$ cat src/rtl/in_port_conditioner.sv
// Input conditioner feeding the I/O port block's in_port: per-line synchroniser,
// stability-counter debounce, and sticky rising-edge event flags.

module in_port_conditioner_lane #(
  parameter int SYNC_STAGES     = 2,
  parameter int DEBOUNCE_CYCLES = 16,
  parameter int CNT_W           = 4
) (
  input  logic clk,
  input  logic reset,
  input  logic i_raw,
  input  logic i_clear,
  output logic o_clean,
  output logic o_rise
);
  localparam logic [CNT_W-1:0] LAST = CNT_W'(DEBOUNCE_CYCLES - 1);

  logic [SYNC_STAGES-1:0] r_sync;
  logic [CNT_W-1:0]       r_cnt;
  logic                   r_clean;
  logic                   r_rise;
  logic                   w_sync;
  logic                   w_mismatch;
  logic                   w_accept;
  logic                   w_set;

  // Plain flop chain: no logic between stages so metastability can settle.
  always_ff @(posedge clk or posedge reset) begin
    if (reset) r_sync <= '0;
    else       r_sync <= {r_sync[SYNC_STAGES-2:0], i_raw};
  end

  assign w_sync     = r_sync[SYNC_STAGES-1];
  assign w_mismatch = w_sync ^ r_clean;
  assign w_accept   = w_mismatch && (r_cnt == LAST);
  assign w_set      = w_accept && w_sync;

  // Counter only advances on consecutive mismatches; any agreement discards it.
  always_ff @(posedge clk or posedge reset) begin
    if (reset) begin
      r_cnt   <= '0;
      r_clean <= 1'b0;
    end else if (!w_mismatch || w_accept) begin
      r_cnt <= '0;
      if (w_accept) r_clean <= w_sync;
    end else begin
      r_cnt <= r_cnt + 1'b1;
    end
  end

  // Set has priority over clear so a rise landing on a clear is never lost.
  always_ff @(posedge clk or posedge reset) begin
    if (reset)        r_rise <= 1'b0;
    else if (w_set)   r_rise <= 1'b1;
    else if (i_clear) r_rise <= 1'b0;
  end

  assign o_clean = r_clean;
  assign o_rise  = r_rise;
endmodule

module in_port_conditioner #(
  parameter int WIDTH           = 4,
  parameter int SYNC_STAGES     = 2,
  parameter int DEBOUNCE_CYCLES = 16
) (
  input  logic             clk,
  input  logic             reset,
  input  logic [WIDTH-1:0] raw_in,
  input  logic [WIDTH-1:0] clear_events,
  output logic [WIDTH-1:0] clean_out,
  output logic [WIDTH-1:0] rise_event,
  output logic             event_pending
);
  localparam int CNT_W = (DEBOUNCE_CYCLES > 1) ? $clog2(DEBOUNCE_CYCLES) : 1;

  logic [WIDTH-1:0] w_clean;
  logic [WIDTH-1:0] w_rise;

  for (genvar g = 0; g < WIDTH; g++) begin : g_lane
    in_port_conditioner_lane #(
      .SYNC_STAGES    (SYNC_STAGES),
      .DEBOUNCE_CYCLES(DEBOUNCE_CYCLES),
      .CNT_W          (CNT_W)
    ) u_lane (
      .clk    (clk),
      .reset  (reset),
      .i_raw  (raw_in[g]),
      .i_clear(clear_events[g]),
      .o_clean(w_clean[g]),
      .o_rise (w_rise[g])
    );
  end

  assign clean_out     = w_clean;
  assign rise_event    = w_rise;
  assign event_pending = |w_rise;
endmodule

$ cat config.mk
export PLATFORM = sky130hd
export DESIGN_NAME = in_port_conditioner
export DESIGN_NICKNAME = d
export VERILOG_FILES = /design/src/rtl/in_port_conditioner.sv
export SDC_FILE = /design/constraint.sdc
export NUM_CORES = 1
export LEC_CHECK = 0
export BUFFER_PORTS_ARGS = -buffer_cell sky130_fd_sc_hd__buf_2
export CAP_MARGIN = 20
export CORE_ASPECT_RATIO = 0.7
export CORE_UTILIZATION = 48
export CTS_CLUSTER_DIAMETER = 50
export CTS_CLUSTER_SIZE = 24
export DETAILED_ROUTE_END_ITERATION = 16
export PLACE_DENSITY = 0.77
export SLEW_MARGIN = 20
export SYNTH_ARGS = -nofsm -noshare
export SYNTH_HDL_FRONTEND = slang
export SYNTH_HIERARCHICAL = 1
export SYNTH_SLANG_ARGS = --single-unit
$ cat constraint.sdc
create_clock -name clk -period 1.15 [get_ports clk]
set_input_delay 0.0575 -clock clk [delete_from_list [all_inputs] [get_ports clk]]
set_output_delay 0.0575 -clock clk [all_outputs]
set_load 0.01 [all_outputs]
==> impl_metrics.toml, run 1 <==
[placed_design]
place_hpwl_um = 1670
place_congestion = 0.763
post-place-ws_ns = -0.0132
port_buffers = 18

[run]
maxCapViolCount = 0

[detailed_routing]
drtIter0Drc = 21
wl_um = 2530
drt_first_pass_iters = 4
ant_nets = 0
vias_per_cell = 4.95
wire_per_inst_um = 14.4
drc_errors = 0
vias = 872

[status]
violations = "setup timing"
outcome = "finished with violations"

[clock_tree]
clk_latency_ns = 0.27
cts.sinks = 32
htree_levels = 2
path_clk_slew_ns = 0.07
cts_buffers = 5
clk_path_buf_depth = 2
cts_tree = "yes"
cts-root-buf = "clkbuf_8"

[die]
die_h_um = 44.5
die_w_um = 62.7
num_rows = 14
start_util_pct = 54.0
die-area_um2 = 2790
core-area_um2 = 2290
io_pins = 19

[power]
intPower_mw = 1.75
netSwitchingFraction_pct = 22.4
p_switching_mw = 0.506
p_per_area_nw_per_um2 = 1400
power.leakage_nw = 0.789
peakVddDrop_mv = 0.975
combPwrFrac_pct = 7.6
pwr-share-seq_pct = 53.9
pwr-share-clk_pct = 38.5

[synthesis]
synth_top_family_by_area = "simple AND/OR/NAND/NOR gates"
synthAdderAreaFrac_pct = 4.04
yosysTopAreaCell = "dfrtp_1"
ys_warn_count = 6
synth_most_common_cell = "dfrtp_1"
synth_common_cells = "dfrtp_1, inv_1, nor2_1"
synthesis.area_um2 = 1240
yosysTopAreaCellShare_pct = 64.6
synthArstFlopShare_pct = 100
syn_avg_cell_area_um2 = 11.8
yosys.area_share.xor_xnor_pct = 8.48
synth_edf_count = 0
yosys.area_share.simple_pct = 10.7
syn_inst = 105
synthMuxAreaShare_pct = 0
syn-num-nets = 119
ys.flop_type = "dfrtp_1"
ys_seq_area_share_pct = 64.6
ys_seq_elements = 32
synth_compound_area_share_pct = 7.27
netlist_top_cells_area = "dfrtp_1, xnor2_1, inv_1, ha_1, nor2_1"
synth_cell_types = 13

[critical_path]
cp-start-kind = "flop"
critPathMaxFanout = 2
path_class = "reg2out"
crit_path_end_kind = "primary output"
cp.required_ns = 1.09
startpoint = "g_lane[1].u_lane/o_rise"
crit_arrival_ns = 1.30
r2r_cells = 3
r2r-start = "g_lane[1].u_lane/r_cnt[1]"

[sta]
period_minus_slack_ns = 1.36
tightest_slew_ns = 0.336
final-hold-violation-count = 0
max-slew-margin-rel_pct = 77.6
final_max_slew_viol_count = 0
fin_tns_setup_ns = -0.205
fin_skew_ns = 0.00694
period_share_pct = 118
setup_slack_ns = -0.205
setup_viol = 1
fmax_mhz = 738
rsz0062_at_grt = "yes"

[layout]
final_nets = 157
drive_gt1_share_pct = 29.2
area_growth_pct = 30.1
antenna_cells = 0

[global_route]
grt_pass1_vias = 891
antenna_found_initial = 0
grt_pass1_wl_um = 4040
grt_overflow = 0
grtUsageTotal_pct = 20.3
grt_max_degree = 10

[min_path]
hold_class = "in2async"
==> worst max-delay path, cell delays in order (launching register included) <==
cell and delay (ns):
dfrtp_1 0.38, or4_1 0.50, buf_2 0.15
==> cell families after synthesis <==
| family | count (synthesis) |
|---|---|
| AOI/OAI and AO/OA | 12 |
| xor gates and xnor gates | 12 |
| adders and majority gates | 4 |
| buffers and inverters | 16 |
| DFF | 32 |
| and+or+nand+nor | 29 |
==> timing repair <==
| action | in CTS | in global routing |
|---|---|---|
| hold endpoints to repair | 40 | 0 |
| endpoints found under the setup margin | 2 | 9 |
| cloned | 0 | 0 |
| setup buffers | 2 | 2 |
| pin swaps | 0 | 1 |
| gates resized for setup | 1 | 6 |
| hold buffers | 9 | 0 |
==> layer usage <==
layer	GRT usage [%]	wire, um
met1	24.6	1160
met2	33.7	1270
met3	6.96	91
met4	9.30	11
met5	0	0
==> cell type report <==
cell class              instances  area, um^2
repair buffers                 31         210
flip-flops and latches         32         801
fillers                       171         683
well taps                      32        40.0
clock buffers                   8        90.1
multi-input cells              57         410
inverters                      16        60.1
==> worst paths after layout <==
| path | to | slack, ns |
|---|---|---|
| max | event_pending | -0.21 |
| min | g_lane[0].u_lane/r_cnt[0] | 0.31 |
| max reg2reg | g_lane[1].u_lane/o_rise | 0.01 |
| min reg2reg | g_lane[0].u_lane/r_sync[1] | 0.35 |
| max in group asynchronous | g_lane[1].u_lane/r_cnt[0] | 0.58 |
| min in group clk | g_lane[0].u_lane/r_sync[1] | 0.35 |
==> power groups by stage <==
| stage | registers (mW) | clock network [mW] | logic (mW) |
|---|---|---|---|
| after floorplan | 1.22 | 0 | 0.0953 |
| after global placement | 1.23 | 0 | 0.124 |
| after detailed placement | 1.23 | 0 | 0.132 |
| after CTS | 1.21 | 0.881 | 0.156 |
| after global routing | 1.22 | 0.934 | 0.199 |
| final | 1.22 | 0.868 | 0.172 |
==> stage by stage <==
step	hold slack, ns	power (mW)	cell area, um^2	util, %	instances
2_1_floorplan	-0.127	1.32	1240	-	105
3_3_place_gp	0.0390	1.35	1370	59.7	155
3_5_place_dp	0.0472	1.36	1370	59.7	155
4_1_cts	0.304	2.25	1570	68.5	174
5_1_grt	0.324	2.36	1610	70.2	176
6_report	0.307	2.26	1610	70.2	176
==> sequential cells by signal, indices dropped and copies added, names as in the netlist <==
register,flops
g_lane.u_lane/r_cnt,16
g_lane.u_lane/r_sync,8
g_lane.u_lane/o_clean,4
g_lane.u_lane/o_rise,4
==> cell usage in the layout (no fill, tap or decap), types with 2 or more instances in the layout <==
| cell | netlist | layout |
|---|---|---|
| nand2_1 | 4 | 4 |
| dlygate4sd3_1 | 0 | 9 |
| ha_2 | 0 | 3 |
| clkbuf_1 | 0 | 2 |
| buf_4 | 0 | 4 |
| xor2_1 | 4 | 4 |
| dfrtp_1 | 32 | 32 |
| nor2_1 | 12 | 12 |
| nor2_2 | 4 | 4 |
| o21ai_0 | 4 | 4 |
| inv_1 | 16 | 16 |
| o32ai_1 | 4 | 3 |
| nand3_1 | 8 | 7 |
| buf_2 | 0 | 18 |
| clkbuf_8 | 0 | 6 |
| xnor2_1 | 8 | 8 |
| a31o_2 | 4 | 4 |
(Power assumes the default switching activity.)
==> run 2: changes to the inputs <==
- CORE_ASPECT_RATIO: 0.7 -> 1.1
==> impl_metrics.toml, run 2 (synthesis results as in run 1) <==
[critical_path]
cp-start-kind = "flop"
cp.depth = 2
crit_arrival_ns = 1.35
r2r_cells = 3
r2r-end = "g_lane[0].u_lane/r_cnt[3]"
crit_path_end_kind = "primary output"
crit_path_top_delay_cell = "or4_1"
cp_top_family = "simple AND/OR/NAND/NOR gates"
critical_path.endpoint = "event_pending"
r2r-start = "g_lane[0].u_lane/r_cnt[0]"
cpPeakStageDelay_ns = 0.50
startpoint = "g_lane[0].u_lane/o_rise"
critPathMaxFanout = 2
cp.required_ns = 1.09
path_class = "reg2out"
cp.buffers_inverters = 1
r2r_slack_ns = 0.06
crit_chain = "or4_1, buf_2"

[clock_tree]
cts.sinks = 32
path_clk_slew_ns = 0.10
cts_tree = "yes"
htree_levels = 2
clk_latency_ns = 0.32
cts-root-buf = "clkbuf_4"
cts_buffers = 5
clk_path_buf_depth = 2

[die]
die_h_um = 55.3
start_util_pct = 52.9
io_pins = 19
die-area_um2 = 2790
die_w_um = 50.4
num_rows = 18
core-area_um2 = 2340

[detailed_routing]
vias = 842
met1Wirelength_um = 880
met2_length_um = 1010
drc_errors = 0
ant_nets = 0
drtIter0Drc = 5
drt_first_pass_iters = 4
wire_per_inst_um = 11.8
top_layer = "met4"
dr_wl_met3_um = 96
vias_per_cell = 4.90
wl_um = 2030

[layout]
largest_register_ffs = 16
utilization_pct = 66.2
area_growth_pct = 25.3
drive_gt1_share_pct = 27.5
final_common_cell = "dfrtp_1"
final_cell_mix = "dfrtp_1, buf_2, inv_1"
fillers = 191
top_register = "g_lane.u_lane/r_cnt"
top_regs = "g_lane.u_lane/r_cnt: 16 flops, g_lane.u_lane/r_sync: 8 flops"
stdcell_area_um2 = 1550
antenna_cells = 0
final_nets = 156

[sta]
fin_skew_ns = 0.00635
fmax_mhz = 711
setup_viol = 1
period_minus_slack_ns = 1.41
final-hold-violation-count = 0
max-slew-margin-rel_pct = 79.2
timing.hold.ws_ns = 0.248
period_share_pct = 122
final_max_slew_viol_count = 0
tightest_slew_ns = 0.312
rsz0062_at_grt = "yes"
setup_slack_ns = -0.257

[placed_design]
place_congestion = 0.707
port_buffers = 18
place_hpwl_um = 1410
place_area_um2 = 1370

[global_route]
grtUsageTotal_pct = 17.9
grt_pass1_vias = 872
grt_max_degree = 10
antenna_found_initial = 0
grt_pass1_wl_um = 3620
grt_overflow = 0

[status]
violations = "setup timing"
outcome = "finished with violations"

[min_path]
hold_class = "in2async"

[run]
maxCapViolCount = 0

[power]
power_mw = 1.94
power.leakage_nw = 0.773
peakVddDrop_mv = 0.802
p_per_area_nw_per_um2 = 1250
==> run 2: tightest hold or removal path, cell delays in order <==
cell and delay, ns:
dlygate4sd3_1 0.53, buf_2 0.15, inv_1 0.23
==> run 2: report_power, final <==
part           internal, mW  switching, mW
logic                0.0788         0.0784
registers              1.17         0.0361
clock network         0.225          0.350
total                  1.48          0.464
==> run 2: timing repair <==
item	4_1_cts	5_1_grt
hold endpoints to repair	40	0
endpoints found under the setup margin	1	9
pin swaps	1	0
hold buffers	9	0
setup buffers	2	1
gates resized for setup	0	5
==> run 2: layer usage <==
metal  track usage [%]  up-vias
met1              21.0      402
met5                 0        -
met2              28.4       19
met4              9.52        0
met3              6.34        5
li1                  -      416
==> run 2: cell type report <==
cell class | count | area (um^2) | area share [%]
repair buffers | 30 | 209 | 13.5
clock inverters | 1 | 5.00 | 0.323
multi-input cells | 57 | 398 | 25.6
clock buffers | 6 | 41.3 | 2.66
inverters | 16 | 60.1 | 3.87
flip-flops and latches | 32 | 801 | 51.6
well taps | 30 | 37.5 | 2.42
==> run 2: worst min-delay path by stage <==
stage	cells after the start	end	startpoint	slack (ns)
final	3	g_lane[1].u_lane/r_cnt[3]	reset	0.25
after global placement	2	g_lane[1].u_lane/o_rise	reset	0.04
after floorplan	1	g_lane[0].u_lane/o_clean	reset	-0.13
after global routing	3	g_lane[1].u_lane/r_cnt[3]	reset	0.26
after CTS	3	g_lane[1].u_lane/r_cnt[3]	reset	0.24
after detailed placement	2	g_lane[1].u_lane/r_cnt[3]	reset	0.05
==> run 2: per-stage QoR <==
step	setup slack, ns	TNS, ns	cells
after floorplan	0.112	0	105
after global placement	0.0891	0	153
after detailed placement	0.0562	0	153
after CTS	-0.269	-0.269	171
after global routing	-0.318	-0.368	172
final	-0.257	-0.257	172
